`src/rtl/pulse_decoder.sv`:
```
`default_nettype none
// ----------------------------------------------------------------------------
// pulse_decoder : recovers sync/pulse frame timing in clk_pll cycles
// Revision      : 1.0
// ----------------------------------------------------------------------------
module pulse_decoder #(
  parameter logic [31:0] TIMEOUT = 32'd200_000_000
) (
  input  logic        clk_pll,
  input  logic        reset,
  input  logic        sync_on,
  input  logic        pulse_on,
  output logic [31:0] meas_period,
  output logic [31:0] meas_syncw,
  output logic [31:0] meas_p1width,
  output logic [31:0] meas_p2start,
  output logic [31:0] meas_p2end,
  output logic [7:0]  meas_extra_cnt,
  output logic [31:0] meas_extra_width,
  output logic        meas_valid,
  output logic        err_incomplete,
  output logic        err_timeout
);

  localparam logic [31:0] c_cnt_max   = 32'hFFFF_FFFF;
  localparam logic [7:0]  c_extra_max = 8'hFF;

  typedef enum logic [2:0] {
    S_IDLE = 3'd0,
    S_P1   = 3'd1,
    S_GAP  = 3'd2,
    S_P2   = 3'd3,
    S_POST = 3'd4
  } state_t;

  // Bit 0 carries sync_on, bit 1 carries pulse_on through identical stages.
  logic [1:0] w_raw;
  logic [1:0] r_s1;
  logic [1:0] r_s2;
  logic [1:0] r_d;
  logic [1:0] r_rise;
  logic [1:0] r_fall;
  logic [1:0] r_arm_cnt;
  logic       w_armed;

  state_t     r_state;
  state_t     w_state_next;

  logic [31:0] r_cnt;
  logic [31:0] w_cnt_inc;
  logic        w_in_frame;
  logic        w_sync_rise;
  logic        w_sync_fall;
  logic        w_pulse_rise;
  logic        w_pulse_fall;
  logic        w_pulse_lvl;
  logic        w_publish;
  logic        w_timeout;

  logic [31:0] r_syncw;
  logic [31:0] r_p1width;
  logic [31:0] r_p2start;
  logic [31:0] r_p2end;
  logic [7:0]  r_extra_cnt;
  logic [31:0] r_extra_start;
  logic [31:0] r_extra_width;

  logic        r_stg_valid;
  logic        r_stg_incomplete;
  logic [31:0] r_stg_period;
  logic [31:0] r_stg_syncw;
  logic [31:0] r_stg_p1width;
  logic [31:0] r_stg_p2start;
  logic [31:0] r_stg_p2end;
  logic [7:0]  r_stg_extra_cnt;
  logic [31:0] r_stg_extra_width;

  assign w_raw   = {pulse_on, sync_on};
  assign w_armed = (r_arm_cnt == 2'd3);

  // Edges are suppressed until the whole chain holds post-reset samples, so a
  // line that is already high at reset release is not mistaken for a rise.
  always_ff @(posedge clk_pll) begin
    if (reset) begin
      r_s1      <= 2'b00;
      r_s2      <= 2'b00;
      r_d       <= 2'b00;
      r_rise    <= 2'b00;
      r_fall    <= 2'b00;
      r_arm_cnt <= 2'd0;
    end else begin
      r_s1   <= w_raw;
      r_s2   <= r_s1;
      r_d    <= r_s2;
      r_rise <= {2{w_armed}} & r_s2 & ~r_d;
      r_fall <= {2{w_armed}} & ~r_s2 & r_d;
      if (!w_armed) begin
        r_arm_cnt <= r_arm_cnt + 2'd1;
      end
    end
  end

  assign w_sync_rise  = r_rise[0];
  assign w_sync_fall  = r_fall[0];
  assign w_pulse_rise = r_rise[1];
  assign w_pulse_fall = r_fall[1];
  assign w_pulse_lvl  = r_d[1];

  assign w_cnt_inc  = (r_cnt == c_cnt_max) ? r_cnt : r_cnt + 32'd1;
  assign w_in_frame = (r_state != S_IDLE);
  assign w_publish  = w_sync_rise & w_in_frame;
  assign w_timeout  = w_in_frame & ~w_sync_rise & (w_cnt_inc == TIMEOUT);

  always_ff @(posedge clk_pll) begin
    if (reset) begin
      r_state <= S_IDLE;
    end else begin
      r_state <= w_state_next;
    end
  end

  always_comb begin
    w_state_next = r_state;
    if (w_sync_rise) begin
      w_state_next = w_pulse_lvl ? S_P1 : S_GAP;
    end else if (w_timeout) begin
      w_state_next = S_IDLE;
    end else begin
      case (r_state)
        S_P1:    if (w_pulse_fall) w_state_next = S_GAP;
        S_GAP:   if (w_pulse_rise) w_state_next = S_P2;
        S_P2:    if (w_pulse_fall) w_state_next = S_POST;
        default: w_state_next = r_state;
      endcase
    end
  end

  // Fields take w_cnt_inc so a level held k sampled cycles reads back as k.
  always_ff @(posedge clk_pll) begin
    if (reset) begin
      r_cnt         <= 32'd0;
      r_syncw       <= 32'd0;
      r_p1width     <= 32'd0;
      r_p2start     <= 32'd0;
      r_p2end       <= 32'd0;
      r_extra_cnt   <= 8'd0;
      r_extra_start <= 32'd0;
      r_extra_width <= 32'd0;
    end else if (w_sync_rise) begin
      r_cnt         <= 32'd0;
      r_syncw       <= 32'd0;
      r_p1width     <= 32'd0;
      r_p2start     <= 32'd0;
      r_p2end       <= 32'd0;
      r_extra_cnt   <= 8'd0;
      r_extra_start <= 32'd0;
      r_extra_width <= 32'd0;
    end else if (w_in_frame && !w_timeout) begin
      r_cnt <= w_cnt_inc;
      if (w_sync_fall) begin
        r_syncw <= w_cnt_inc;
      end
      case (r_state)
        S_P1: begin
          if (w_pulse_fall) r_p1width <= w_cnt_inc;
        end
        S_GAP: begin
          if (w_pulse_rise) r_p2start <= w_cnt_inc;
        end
        S_P2: begin
          if (w_pulse_fall) r_p2end <= w_cnt_inc;
        end
        S_POST: begin
          if (w_pulse_rise) begin
            if (r_extra_cnt != c_extra_max) r_extra_cnt <= r_extra_cnt + 8'd1;
            r_extra_start <= w_cnt_inc;
          end
          if (w_pulse_fall) r_extra_width <= w_cnt_inc - r_extra_start;
        end
        default: begin
        end
      endcase
    end else begin
      r_cnt <= 32'd0;
    end
  end

  // Publish is staged one cycle so outputs land four edges after the raw rise.
  always_ff @(posedge clk_pll) begin
    if (reset) begin
      r_stg_valid       <= 1'b0;
      r_stg_incomplete  <= 1'b0;
      r_stg_period      <= 32'd0;
      r_stg_syncw       <= 32'd0;
      r_stg_p1width     <= 32'd0;
      r_stg_p2start     <= 32'd0;
      r_stg_p2end       <= 32'd0;
      r_stg_extra_cnt   <= 8'd0;
      r_stg_extra_width <= 32'd0;
    end else begin
      r_stg_valid <= w_publish;
      if (w_publish) begin
        r_stg_incomplete  <= (r_state != S_POST);
        r_stg_period      <= w_cnt_inc;
        r_stg_syncw       <= r_syncw;
        r_stg_p1width     <= r_p1width;
        r_stg_p2start     <= r_p2start;
        r_stg_p2end       <= r_p2end;
        r_stg_extra_cnt   <= r_extra_cnt;
        r_stg_extra_width <= r_extra_width;
      end
    end
  end

  always_ff @(posedge clk_pll) begin
    if (reset) begin
      meas_valid       <= 1'b0;
      err_incomplete   <= 1'b0;
      err_timeout      <= 1'b0;
      meas_period      <= 32'd0;
      meas_syncw       <= 32'd0;
      meas_p1width     <= 32'd0;
      meas_p2start     <= 32'd0;
      meas_p2end       <= 32'd0;
      meas_extra_cnt   <= 8'd0;
      meas_extra_width <= 32'd0;
    end else begin
      meas_valid  <= r_stg_valid;
      err_timeout <= w_timeout;
      if (r_stg_valid) begin
        err_incomplete   <= r_stg_incomplete;
        meas_period      <= r_stg_period;
        meas_syncw       <= r_stg_syncw;
        meas_p1width     <= r_stg_p1width;
        meas_p2start     <= r_stg_p2start;
        meas_p2end       <= r_stg_p2end;
        meas_extra_cnt   <= r_stg_extra_cnt;
        meas_extra_width <= r_stg_extra_width;
      end
    end
  end

endmodule
`default_nettype wire

```
`config.mk`:
```
export PLATFORM = sky130hd
export DESIGN_NAME = pulse_decoder
export DESIGN_NICKNAME = d
export VERILOG_FILES = /design/src/rtl/pulse_decoder.sv
export SDC_FILE = /design/constraint.sdc
export NUM_CORES = 1
export LEC_CHECK = 0
export CAP_MARGIN = 20
export CORE_UTILIZATION = 55
export DETAILED_ROUTE_END_ITERATION = 10
export MAX_ROUTING_LAYER = met4
export PLACE_DENSITY_LB_ADDON = 0.25
export SLEW_MARGIN = 40
export SYNTH_ARGS = -nofsm -noshare
export SYNTH_HDL_FRONTEND = slang
export SYNTH_SLANG_ARGS = --single-unit
```
`constraint.sdc`:
```
create_clock -name clk_pll -period 6.5 [get_ports clk_pll]
set_input_delay 0.65 -clock clk_pll [delete_from_list [all_inputs] [get_ports clk_pll]]
set_output_delay 0.65 -clock clk_pll [all_outputs]
set_load 0.02 [all_outputs]
```
# Word-level counts from Yosys, hierarchy flattened
# Cells that the tools add are included.
word_totals:
  regBits: 652
  inputBits: 4
  out_inout_bits: 203
  word_cells: 83
classes:
  bitwise: 11
  n_mux: 8
  n_reduce_logical: 14
  eq_ne: 12
  add_sub_neg: 4
op_table:
  columns: ["operator", "n"]
  rows:
  - ["$add A32 B1 Y32 const B", 1]
  - ["$eq A32 B28 Y1 const B", 1]
  - ["$eq A32 B32 Y1 const B", 1]
  - ["$mux W32", 1]
  - ["$sub A32 B32 Y32", 1]
  - ["$mux W3", 5]
  - ["$reduce_and A3 Y1", 5]
  - ["$ne A4 B4 Y1 const B", 3]
  - ["$pmux W3 S3", 1]
  - ["$add A8 B1 Y8 const B", 1]
  - ["$and A2 B2 Y2", 4]
  - ["$ne A8 B8 Y1 const B", 1]
  - ["$reduce_and A4 Y1", 2]
  - ["$eq A3 B2 Y1 const B", 2]
  - ["$reduce_bool A5 Y1", 1]
  - ["$not A2 Y2", 2]
  - ["$and A1 B1 Y1", 3]
  - ["$eq A3 B1 Y1 const B", 1]
  - ["$eq A3 B3 Y1 const B", 1]
  - ["$ne A3 B3 Y1 const B", 1]
  - ["$reduce_bool A3 Y1", 1]
  - ["$reduce_or A3 Y1", 1]
  - ["$add A2 B1 Y2 const B", 1]
  - ["$eq A2 B2 Y1 const B", 1]
  - ["6 further kinds", 7]

# Logic depth before layout (Yosys ltp)
logic_depth:
  ltp_word: 8
  mapped_depth: 20
  mapped_depth_nobuf: 19

# Worst setup path before layout
# Ideal clock, no wire load.
synth_path:
  kind: "register -> register"
  startpoint: "register r_cnt[0]"
  endpoint: "register r_extra_width[25]"
  period_less_slack_ns: 4.922
  arrival_time_ns: 4.794
  slack_ns: 1.578
  stages_incl_launch_ff: 19
  path_buffers: 1
  t_required_ns: 6.372
  setup_ns: 0.128
  cell_sequence: "dfxtp_1 -> ha_1 -> nand4_2 -> or3_1 -> clkbuf_1 -> nor3_2 -> mux2i_1 -> inv_1 -> ha_1 -> a21o_1 -> a21o_1 -> a2111o_1 -> o21ai_0 -> a21oi_1 -> o311ai_0 -> a21boi_0 -> or3_1 -> a31oi_1 -> nor2_1"
synth_between:
  elab_chain_cells: 7
  word_cells_on_any_way: 9
  cone_classes: "add/sub (2); eq/ne (2); mux (1); bitwise (1); reduce/logical (3)"
synth_lines:
  columns: ["element", "line", "text"]
  rows:
  - ["start: declaration", "49", "logic [31:0] r_cnt;"]
  - ["start signal: assignment", "159", "r_cnt <= w_cnt_inc;"]
  - ["$add A32 B1 Y32 / $eq A32 B32 Y1 (equally long branches)", "109", "assign w_cnt_inc = (r_cnt == c_cnt_max) ? r_cnt : r_cnt + 32'd1;"]
  - ["$mux W32 (*)", "109", null]
  - ["named net w_cnt_inc[1]", "50", "logic [31:0] w_cnt_inc;"]
  - ["parallel branches: the longest is 5 deep, another holds $sub A32 B32 Y32", null, null]
  - ["end signal: assignment", "178", "if (w_pulse_fall) r_extra_width <= w_cnt_inc - r_extra_start;"]
  - ["end: declaration", "66", "logic [31:0] r_extra_width;"]
# Mark *: on every way through the listed nets, which the timed path passes.
# A chain may end at the register's enable or synchronous reset.

# Worst setup path in the final report
layout_path:
  startpoint: "register r_cnt[0]"
  endpoint: "register r_extra_width[28]"
layout_between:
  elab_chain_cells: 7
  word_cells_on_any_way: 9
  cone_classes: "add/sub (2); eq/ne (2); mux (1); bitwise (1); reduce/logical (3)"
layout_lines:
  columns: ["element", "line"]
  rows:
  - ["$add A32 B1 Y32 / $eq A32 B32 Y1 (equally long branches)", "109"]
  - ["$mux W32 (*)", "109"]
  - ["parallel branches: the longest is 5 deep, another holds $sub A32 B32 Y32", null]
# Mark *: on every way between the ends.

==> impl_metrics.tcl <==
set metrics [dict create \
    synth-async-reset-ratio_pct 0 \
    start_kind "register" \
    synth_area_um2 24900 \
    antenna_found_initial 1 \
    yosysUniqueCellTypes 69 \
    finalSetupViolations 0 \
    synth_edf_count 0 \
    cts_resized 0 \
    timing.hold.ws_ps 426 \
    worstMarginPinSlew_ps 1020 \
    seq_area_frac_synth_pct 52.4 \
    vias 19800 \
    cp_data_required_time_ps 6950 \
    cp_max_fo 10 \
    cts_tree "built" \
    clk_path_buf_depth 3 \
    maxSlewViolCount 0 \
    grt_pass1_vias 18700 \
    detail_route.vias_per_cell 5.58 \
    seq_area_um2 13100 \
    rsz0062_at_grt "false" \
    grt_first_pass_wirelength_um 109000 \
    diodes 0 \
    ioPinCount 207 \
    dr.pass1.iters 6 \
    numCtsBuffers 66 \
    cts.sinks 652 \
    drt_iter0_drc 1731 \
    gr-usage-all-layers_pct 31.2 \
    slowest_delay_ps 660 \
    hp-class "register to register" \
    multi_input_area_um2 11000 \
    switching_share_pct 20.8 \
    critPathKind "register to register" \
    combPwrFrac_pct 1.1 \
    gp_congestion 0.901 \
    htree_levels 3 \
    synth_area_per_cell_um2 9.01 \
    postRouteAntennaNets 0 \
    p_int_mw 6.27 \
    cp_cell_sequence "ha_1 -> nand4_2 -> nor3_2 -> a31oi_1 -> nand4_1 -> xor2_2 -> inv_1 -> ha_1 -> nand4_1 -> a2111oi_0 -> o21ai_0 -> a21oi_1 -> o311ai_0 -> a21oi_1 -> nor3_1 -> o31ai_1 -> nor2_1 -> xor2_1 -> o22ai_1" \
    p_leak_nw 10.1 \
    die_area_um2 46100 \
    ir_drop_mv 0.210 \
    die_h_um 215 \
    post-dp-hpwl_um 45700 \
    timing.final.crit_period_ps 5570 \
    yosys_warnings 0 \
    post_cts_buffers 0 \
    run_status "finished, final reports clean" \
    arrival_ps 6020 \
    finClkSkew_ps 22.3 \
    layout_commonest_cell "dfxtp_1" \
    fin_crit_sh_pct 85.7 \
    slew_headroom_pct 32.1 \
    ys_ff_latch 652 \
    nets 2943 \
    power.density_nw_per_um2 265 \
    hold_viol 0 \
    path_clk_slew_ps 60 \
    drv_cap 0 \
    grt_max_degree 166 \
    switching_power_mw 1.65 \
    hold_buffers 0 \
    fin_util_pct 67.2 \
    cp-end-kind "register" \
    synthCells 2765 \
    drt-wirelength-per-cell_um 19.9 \
    drc 0 \
    max_freq_ghz 0.179 \
    drive_above_1_share_pct 7.24 \
    initial_core_util_pct 56.1 \
    rows 77 \
    clk_latency_ps 600 \
    power_frac_seq_pct 50.6 \
    syn-num-nets 2803 \
    crit_slowest_cell "nor3_2" \
    die_x_um 215 \
    final.setup.tns_ps 0 \
    clkPwrFrac_pct 48.3 \
    nFillCells 3565 \
    areaGrowthSynthToFinish_pct 19.9 \
    core-area_um2 44400 \
    numPortBuffers 206 \
    ctsRootBufferMaster "clkbuf_16" \
    mostFrequentLayoutCells "dfxtp_1, nor2_1, nand2_1" \
    gr-total-overflow 0 \
    wl_um 70700 \
    ys.flop_type "dfxtp_1" \
]
==> through the flow <==
| step | worst slack, ps | std cells | instance area (µm²) | power, mW |
|---|---|---|---|---|
| floorplan | 1580 | 2765 | 24900 | 4.15 |
| global placement | 748 | 3426 | 27600 | 4.17 |
| detailed placement | 1000 | 3426 | 27600 | 4.17 |
| CTS | 969 | 3545 | 29800 | 7.95 |
| global route | 339 | 3548 | 29900 | 8.14 |
| finish | 927 | 3548 | 29900 | 7.91 |
==> power by group through the flow <==
| stage | Clock, mW | Sequential [mW] | Combinational [mW] |
|---|---|---|---|
| floorplan | 0 | 4.09 | 0.0626 |
| global placement | 0 | 4.09 | 0.0801 |
| detailed placement | 0 | 4.09 | 0.0823 |
| CTS | 3.87 | 4.00 | 0.0825 |
| global route | 4.05 | 4.00 | 0.0934 |
| finish | 3.82 | 4.00 | 0.0866 |
==> synthesized netlist by cell type, types with 7 or more instances <==
cell type | count | area [µm²]
a211oi_1 | 173 | 1300
a21oi_1 | 213 | 1070
a31oi_1 | 11 | 68.8
and2_1 | 9 | 56.3
and3_1 | 10 | 62.6
buf_1 | 25 | 93.8
buf_2 | 22 | 110
clkbuf_1 | 133 | 499
dfxtp_1 | 652 | 13100
ha_1 | 33 | 413
inv_1 | 77 | 289
mux2i_1 | 240 | 2400
nand2_1 | 387 | 1450
nand3_1 | 19 | 95.1
nand4_1 | 21 | 131
nor2_1 | 483 | 1810
nor2b_1 | 15 | 93.8
nor3_1 | 14 | 70.1
nor3b_1 | 7 | 52.6
nor4_1 | 11 | 68.8
o21ai_0 | 32 | 160
or3_1 | 9 | 56.3
xnor2_1 | 39 | 342
xor2_1 | 20 | 175
==> layer usage <==
metal / vias up / part of all wire (%) / global-route usage, %
li1: 9648 / - / -
met1: 9511 / 46 / 42.0
met2: 526 / 46 / 48.2
met3: 111 / 5.0 / 3.77
met4: 0 / 3.0 / 11.1
met5: - / 0 / -
==> path summary, 6_finish.rpt <==
kind	startpoint	endpoint	slack [ps]	depth (start not counted)
setup / recovery	r_cnt[0]	r_extra_width[28]	930	19
hold reg to reg	r_s2[0]	r_fall[0]	430	1
setup reg to reg	r_cnt[0]	r_extra_width[28]	930	19
hold / removal	r_s2[0]	r_fall[0]	430	1
==> area by class of cell <==
class                   count  share of cell area, %
multi-input cells        1848                   36.9
flip-flops and latches    652                   43.7
clock inverters            23                  0.934
inverters                  77                  0.968
repair buffers            260                   8.64
clock buffers              96                   6.38
well taps                 592                   2.48
==> worst max-delay path, delay by kind of cell (launching register included) <==
family	cells	cell delay [ps]
compound gates	8	2200
fa+ha+maj	2	700
buf+inv	1	160
xor+xnor	2	390
flops	1	430
simple gates	6	1540
==> logic make-up (layout without fill, tap and decap cells) <==
group,Yosys count,after routing,share of synthesized area (%)
buffers and inverters,265,456,4.28
adder cells (fa/ha/maj),35,35,1.78
XOR/XNOR,59,59,2.07
multiplexers,240,240,9.64
AO/OA/AOI/OAI,490,490,12.5
AND/OR/NAND/NOR,1024,1024,17.3
flip-flops,652,652,52.4
Note: power is estimated with default switching activity, not from simulation.
